<file path="src/rtl/csr_axi_lite_master.sv">
// Single-outstanding command/response port bridged onto an AXI4-Lite master,
// with a per-transaction timeout that aborts a hung slave access.
module csr_axi_lite_master #(
  parameter int TIMEOUT  = 255,
  parameter int TO_WIDTH = 8
) (
  input  logic        aresetn,
  input  logic        aclk,
  input  logic        cmd_valid,
  output logic        cmd_ready,
  input  logic        cmd_write,
  input  logic [31:0] cmd_addr,
  input  logic [31:0] cmd_wdata,
  output logic        rsp_valid,
  input  logic        rsp_ready,
  output logic [31:0] rsp_rdata,
  output logic [1:0]  rsp_resp,
  output logic        rsp_timeout,
  output logic [31:0] m_axi_awaddr,
  output logic        m_axi_awvalid,
  input  logic        m_axi_awready,
  output logic [31:0] m_axi_wdata,
  output logic [3:0]  m_axi_wstrb,
  output logic        m_axi_wvalid,
  input  logic        m_axi_wready,
  input  logic [1:0]  m_axi_bresp,
  input  logic        m_axi_bvalid,
  output logic        m_axi_bready,
  output logic [31:0] m_axi_araddr,
  output logic        m_axi_arvalid,
  input  logic        m_axi_arready,
  input  logic [31:0] m_axi_rdata,
  input  logic [1:0]  m_axi_rresp,
  input  logic        m_axi_rvalid,
  output logic        m_axi_rready
);

  typedef enum logic [2:0] {
    ST_IDLE    = 3'd0,
    ST_WR_ADDR = 3'd1,
    ST_WR_RESP = 3'd2,
    ST_RD_ADDR = 3'd3,
    ST_RD_DATA = 3'd4,
    ST_RSP     = 3'd5
  } state_t;

  localparam logic [TO_WIDTH-1:0] TO_LAST = TO_WIDTH'(TIMEOUT > 0 ? TIMEOUT - 1 : 0);

  state_t              state_reg, state_next;
  logic                init_done_reg;
  logic                aw_done_reg, w_done_reg;
  logic [TO_WIDTH-1:0] cnt_reg;
  logic [31:0]         addr_reg, wdata_reg, rdata_reg;
  logic [1:0]          resp_reg;
  logic                timeout_reg;

  logic cmd_fire, aw_fire, w_fire, b_fire, ar_fire, r_fire, rsp_fire;
  logic busy, expire, enter_rsp, wr_addr_done;

  assign cmd_fire  = cmd_valid & cmd_ready;
  assign aw_fire   = m_axi_awvalid & m_axi_awready;
  assign w_fire    = m_axi_wvalid & m_axi_wready;
  assign b_fire    = m_axi_bvalid & m_axi_bready;
  assign ar_fire   = m_axi_arvalid & m_axi_arready;
  assign r_fire    = m_axi_rvalid & m_axi_rready;
  assign rsp_fire  = rsp_valid & rsp_ready;

  assign busy = (state_reg == ST_WR_ADDR) || (state_reg == ST_WR_RESP) ||
                (state_reg == ST_RD_ADDR) || (state_reg == ST_RD_DATA);
  // Counter reads TIMEOUT-1 on the edge where it would reach TIMEOUT.
  assign expire = (TIMEOUT != 0) && busy && (cnt_reg == TO_LAST);
  assign wr_addr_done = (aw_done_reg | aw_fire) & (w_done_reg | w_fire);
  assign enter_rsp = (state_reg != ST_RSP) && (state_next == ST_RSP);

  always_ff @(posedge aclk or negedge aresetn) begin
    if (!aresetn) state_reg <= ST_IDLE;
    else          state_reg <= state_next;
  end

  // Only the final B/R handshake can beat an expiring counter.
  always_comb begin
    state_next = state_reg;
    case (state_reg)
      ST_IDLE:    if (cmd_fire) state_next = cmd_write ? ST_WR_ADDR : ST_RD_ADDR;
      ST_WR_ADDR: if (expire) state_next = ST_RSP;
                  else if (wr_addr_done) state_next = ST_WR_RESP;
      ST_WR_RESP: if (b_fire || expire) state_next = ST_RSP;
      ST_RD_ADDR: if (expire) state_next = ST_RSP;
                  else if (ar_fire) state_next = ST_RD_DATA;
      ST_RD_DATA: if (r_fire || expire) state_next = ST_RSP;
      ST_RSP:     if (rsp_fire) state_next = ST_IDLE;
      default:    state_next = ST_IDLE;
    endcase
  end

  always_comb begin
    cmd_ready     = 1'b0;
    m_axi_awvalid = 1'b0;
    m_axi_wvalid  = 1'b0;
    m_axi_bready  = 1'b0;
    m_axi_arvalid = 1'b0;
    m_axi_rready  = 1'b0;
    rsp_valid     = 1'b0;
    case (state_reg)
      ST_IDLE:    cmd_ready = init_done_reg;
      ST_WR_ADDR: begin
        m_axi_awvalid = ~aw_done_reg;
        m_axi_wvalid  = ~w_done_reg;
      end
      ST_WR_RESP: m_axi_bready  = 1'b1;
      ST_RD_ADDR: m_axi_arvalid = 1'b1;
      ST_RD_DATA: m_axi_rready  = 1'b1;
      ST_RSP:     rsp_valid     = 1'b1;
      default:    ;
    endcase
  end

  always_ff @(posedge aclk or negedge aresetn) begin
    if (!aresetn) begin
      init_done_reg <= 1'b0;
      aw_done_reg   <= 1'b0;
      w_done_reg    <= 1'b0;
      cnt_reg       <= '0;
      addr_reg      <= '0;
      wdata_reg     <= '0;
      rdata_reg     <= '0;
      resp_reg      <= 2'b00;
      timeout_reg   <= 1'b0;
    end else begin
      init_done_reg <= 1'b1;
      if (cmd_fire) begin
        addr_reg    <= cmd_addr;
        wdata_reg   <= cmd_wdata;
        cnt_reg     <= '0;
        aw_done_reg <= 1'b0;
        w_done_reg  <= 1'b0;
      end else if (busy) begin
        cnt_reg <= cnt_reg + 1'b1;
      end
      if (aw_fire) aw_done_reg <= 1'b1;
      if (w_fire)  w_done_reg  <= 1'b1;
      if (enter_rsp) begin
        if (b_fire) begin
          rdata_reg   <= '0;
          resp_reg    <= m_axi_bresp;
          timeout_reg <= 1'b0;
        end else if (r_fire) begin
          rdata_reg   <= m_axi_rdata;
          resp_reg    <= m_axi_rresp;
          timeout_reg <= 1'b0;
        end else begin
          rdata_reg   <= '0;
          resp_reg    <= 2'b10;
          timeout_reg <= 1'b1;
        end
      end
    end
  end

  assign m_axi_awaddr = addr_reg;
  assign m_axi_araddr = addr_reg;
  assign m_axi_wdata  = wdata_reg;
  assign m_axi_wstrb  = 4'hF;
  assign rsp_rdata    = rdata_reg;
  assign rsp_resp     = resp_reg;
  assign rsp_timeout  = timeout_reg;

  a_no_rw_overlap: assert property (@(posedge aclk) disable iff (!aresetn)
      !((m_axi_awvalid || m_axi_wvalid) && m_axi_arvalid))
    else $error("csr_axi_lite_master: write and read address channels valid together");

endmodule

</file>
<file path="config.mk">
export PLATFORM = sky130hd
export DESIGN_NAME = csr_axi_lite_master
export DESIGN_NICKNAME = d
export VERILOG_FILES = /design/src/rtl/csr_axi_lite_master.sv
export SDC_FILE = /design/constraint.sdc
export NUM_CORES = 1
export LEC_CHECK = 0
export CAP_MARGIN = 10
export CORE_UTILIZATION = 30
export DETAILED_ROUTE_END_ITERATION = 8
export GPL_TIMING_DRIVEN = 0
export SKIP_LAST_GASP = 1
export SYNTH_ARGS = -nofsm -noshare
export SYNTH_HDL_FRONTEND = slang
export SYNTH_SLANG_ARGS = --single-unit
export TNS_END_PERCENT = 10
</file>
<file path="constraint.sdc">
create_clock -name aclk -period 2.7 [get_ports aclk]
set_input_delay 0.54 -clock aclk [delete_from_list [all_inputs] [get_ports aclk]]
set_output_delay 0.54 -clock aclk [all_outputs]
set_load 0.05 [all_outputs]
</file>
## Word-level counts from Yosys, hierarchy flattened

Index checks and enable logic that the tools add are counted.

| cells by class | value |
|---|---|
| add/sub/neg operators | 1 |
| $mul | 0 |
| divide/modulo/power cells | 0 |
| order comparisons | 0 |
| equal/unequal tests | 8 |
| shifts and indexed selects | 0 |
| muxes and demuxes | 28 |
| bitwise logic cells | 12 |
| reduce and logical (&&, ||, !) cells | 11 |

Operator list:

| kind | number |
|---|---|
| 32-bit 2-to-1 mux | 2 |
| 3-bit 2-to-1 mux | 8 |
| 3-bit one-hot mux with 6 select lines | 1 |
| 8-bit 2-to-1 mux | 2 |
| 1-bit 2-to-1 mux | 12 |
| 3-bit equality test (second input constant) | 3 |
| 8-bit by 1-bit adder with 8-bit output (second input constant) | 1 |
| 1-bit bitwise AND | 8 |
| 8-bit equality test (second input constant) | 1 |
| 3-bit by 2-bit equality test with 1-bit output (second input constant) | 2 |
| 2-bit 2-to-1 mux | 3 |
| 2-bit nonzero test | 3 |
| 1-bit logical OR | 5 |
| 3-bit by 1-bit equality test with 1-bit output (second input constant) | 1 |
| 3-bit logical NOT | 1 |
| 3-bit != test (second input constant) | 1 |
| 1-bit logical AND | 2 |
| 1-bit inverter | 2 |
| 1-bit bitwise OR | 2 |

| word-level totals | value |
|---|---|
| register bits after elaboration | 113 |
| latch bits | 0 |
| RAM bits | 0 |
| memory bits (read-only) | 0 |
| bits of input ports | 110 |
| output and inout bits | 142 |
| word-level logic and storage cells | 70 |
| memories kept | 0 |

## Logic depth before layout (Yosys ltp)

Gate-level depths: netlist (run 1).

| logic depth | value |
|---|---|
| word-level depth | 10 |
| gate-level depth with buffers | 9 |
| mapped depth without buffers | 7 |

## Least setup slack after synthesis (run 1)

No wires, ideal clock.

| timing | value |
|---|---|
| kind | flip-flop to flip-flop |
| start | register state_reg[1] |
| end | register resp_reg[1], in the netlist rsp_resp[1] |
| setup time | 0.070 ns |
| arrival time | 2.448 ns |
| data required time | 2.630 ns |
| path slack | 0.182 ns |
| cell stages (with the launch flop) | 6 |
| path buffers | 0 |
| period minus slack after synthesis | 2.518 ns |
| cell sequence | dfrtp_1 > nor4b_2 > a22oi_1 > o221a_2 > or4b_1 > nand3_1 |

RTL lines:

| what | RTL line | text |
|---|---|---|
| from (decl) | 49 | `state_t state_reg, state_next;` |
| from (signal assigned) | 77 | `else state_reg <= state_next;` |
| 3-bit logical NOT | 104 | `case (state_reg)` |
| 1-bit 2-to-1 mux | 104 |  |
| via cmd_ready | 10 | `output logic cmd_ready,` |
| 1-bit bitwise AND | 60 | `assign cmd_fire = cmd_valid & cmd_ready;` |
| 3-bit 2-to-1 mux | 84 | `ST_IDLE: if (cmd_fire) state_next = cmd_write ? ST_WR_ADDR : ST_RD_ADDR;` |
| 3-bit one-hot mux with 6 select lines | 83 | `case (state_reg)` |
| 3-bit equality test | 73 | `assign enter_rsp = (state_reg != ST_RSP) && (state_next == ST_RSP);` |
| 1-bit logical AND | 73 |  |
| to (signal assigned) | 145 | `resp_reg <= m_axi_bresp;` |
| to (signal assigned) | 149 | `resp_reg <= m_axi_rresp;` |
| to (decl) | 54 | `logic [1:0] resp_reg;` |

The timed path passes the listed nets, and every way through them passes these cells.
A chain may end at the register's enable or synchronous reset.

## Worst setup path after layout (run 1)

| timing | value |
|---|---|
| start | register state_reg[1] |
| end | output port m_axi_awvalid |

| on the way | value |
|---|---|
| word-level cells in the longest chain between the ends | 2 |

RTL lines:

| what | RTL line | text |
|---|---|---|
| 3-bit by 1-bit equality test with 1-bit output | 104 |  |
| 1-bit 2-to-1 mux | 104 |  |
| to (decl) | 20 | `output logic m_axi_awvalid,` |

Every way passes these cells.

==> results.yml, run 1 <==
die:
  io-pin-count: 252
  initial_utilization_pct: 30.7
  dieArea_um2: 17500
  core_area_um2: 16600
  die_w_um: 132
  rows: 47
  die_h_um: 132
synth:
  synth_top_cell_area_share_pct: 55.5
  synth_most_common_cell: "nand2_1"
  yosysSeqAreaShare_pct: 55.5
  yosysTopAreaCell: "dfrtp_1"
  synth.distinct_cells: 47
  synth_area_um2: 5100
  synth_edf_count: 0
  yosys_most_used_dff: "dfrtp_1"
  synth.avg_cell_area_um2: 8.97
  synthCells: 568
  synth_commonest_cells: "nand2_1, dfrtp_1, buf_4"
  ys_ff_latch: 113
  yosysWarnings: 0
  synth.area.top_cells: "dfrtp_1, nand2_1, buf_4, a22oi_1, o21ai_1"
  synth-async-reset-ratio_pct: 100
sta:
  finalHoldViolations: 0
  relSlewSlack_pct: 61.3
  fmaxAchievable_mhz: 345
  fin_setup_tns_ps: -197
  skew_ps: 6.86
  setup_viol: 1
  post-route-period-util_pct: 107
  grt_setup_unrepaired: "true"
  fin_ws_ps: -197
  fin_hold_ws_ps: 67.0
  min_period_ps: 2900
  tightest_slew_ps: 580
  maxSlewViolCount: 0
critical_path:
  cp_max_fo: 10
  cp_cell_sequence: "buf_4 > nand2b_1 > or2_2 > nor2_1 > clkdlybuf4s50_1"
  critPathCaptureType: "primary output"
  cpPeakStageDelay_ps: 820
  critPathKind: "reg2out"
  crit_arrival_ps: 2360
  required_ps: 2160
  cp_slowest_cell: "clkdlybuf4s50_1"
  cp-start-kind: "flip-flop"
clock_network:
  post_cts_buffers: 0
  ctsHoldBuffers: 0
  cts_max_path_buffers: 2
  cts_tree: "yes"
  root_buffer: "clkbuf_16"
  cts_made_buffers: 17
  ctsResizeCount: 4
  path_clk_slew_ps: 50
  htree_levels: 4
  cts.sink_count: 113
  clk_latency_ps: 420
run_status:
  outcome: "finished, violations left"
  violations: "setup timing"
final_layout:
  fillers: 1527
  final_util_pct: 51.2
  antenna_cells: 0
  drive_gt1_share_pct: 11.0
  syn_to_final_growth_pct: 66.6
  nNetsFinal: 950
routing:
  post_drt_wl_per_cell_um: 15.0
  routed_wl_um: 16100
  dr.pass1.iters: 5
  drt_iter0_drc: 211
  vias: 4887
  drc_errors: 0
  drtAntennaViolNets: 0
  vias_per_cell: 4.56
grt:
  grt_max_degree: 65
  grt_usage_pct: 19.0
  grt_pass1_vias: 4904
  overflow: 0
  grt_pass1_wl_um: 25900
  antenna_found_initial: 0
pwr:
  leakagePower_nw: 3.91
  p_per_area_nw_per_um2: 1460
  peakVddDrop_mv: 0.740
placed_design:
  place_hpwl_um: 11900
  io_buffers: 247
  gp_congestion: 0.807
flow_run:
  drv_cap: 0
worst_hold_path:
  hold_class: "in2async"
## cells in the final DEF (no fill, tap or decap), types with 2 or more instances in the layout
cell type	Yosys	routed
clkdlybuf4s50_1	0	244
nand2_1	233	233
dfrtp_1	113	113
buf_4	37	37
o21ai_1	34	34
a22oi_1	34	34
clkbuf_1	16	17
clkbuf_16	0	17
nor2_1	16	16
buf_2	14	14
inv_1	7	7
xnor2_1	6	6
clkinv_2	0	6
nand3_1	5	5
a21oi_1	5	5
conb_1	1	5
and2_1	4	4
nand4_1	3	3
nor3_1	3	3
bufinv_16	0	3
clkbuf_8	0	3
nor3b_1	2	2
nand3b_1	2	2
nor2_2	2	2
or3_1	2	2
xor2_1	2	2
ha_1	2	2
clkinvlp_4	0	2
## report_power, final
| part | switching [mW] | internal [mW] | leakage (nW) |
|---|---|---|---|
| Combinational | 4.68 | 2.43 | 2.19 |
| Sequential | 0.554 | 2.43 | 1.42 |
| Clock | 0.786 | 1.51 | 0.298 |
| Total | 6.02 | 6.37 | 3.91 |
## cells by family (layout without fill, tap and decap cells)
kind of cell               count (synthesis)  in the layout  share of synthesized area [%]
and+or+nand+nor                          282            282                           22.9
DFF                                      113            113                           55.5
AOI/OAI and AO/OA                         85             85                           10.8
buffers and inverters                     76            355                           8.66
xor gates and xnor gates                   8              8                           1.37
adders and majority gates                  2              2                          0.491
other                                      1              5                         0.0736
muxes                                      1              1                          0.196
## critical path, delay by kind of cell (launching register included)
family,cells,cell delay [ps]
and+or+nand+nor,3,530
buffers and inverters,2,1010
DFF,1,400
## per-stage QoR
step | setup WS, ps | instances | area [µm²] | total power, mW
after global routing | -297 | 1071 | 8490 | 13.0
final | -197 | 1071 | 8490 | 12.4
after detailed placement | -189 | 1040 | 7890 | 10.2
after floorplan | 182 | 572 | 5110 | 7.67
after global placement | -3360 | 1039 | 7860 | 10.0
after CTS | -236 | 1072 | 8490 | 12.5
## final timing paths
path | startpoint | endpoint | slack (ps) | cells past startpoint
max | state_reg[1] | m_axi_awvalid | -200 | 5
min | aresetn | init_done_reg | 70 | 1
min in group aclk | m_axi_wdata[11] | m_axi_wdata[11] | 470 | 2
max in group asynchronous | aresetn | m_axi_wdata[16] | 1930 | 2
max reg2reg | cnt_reg[0] | rsp_rdata[12] | 570 | 8
min reg2reg | m_axi_wdata[11] | m_axi_wdata[11] | 470 | 2
## cell type report
cell class,count,area [µm²],area share (%)
clock inverter,11,135,1.59
inverter,8,30.0,0.354
tap,220,275,3.24
sequential,113,2830,33.3
multi-input combinational,383,1840,21.7
clock buffer,21,470,5.54
timing repair buffer,248,2500,29.5
buffer,67,408,4.80
## layer usage
metal / track usage [%] / share of wire [%]
met2: 31.9 / 50
met4: 8.30 / 2.5
met3: 5.23 / 6.0
met5: 0 / 0
met1: 22.8 / 41
(Power assumes the default switching activity.)
==> run 2: changes to the inputs <==
CAP_MARGIN = not set   (was 10)
PLACE_DENSITY = 0.6   (was not set)
==> results of run 2 <==
The final DEF is identical to that of run 1; final timing and power are the same.
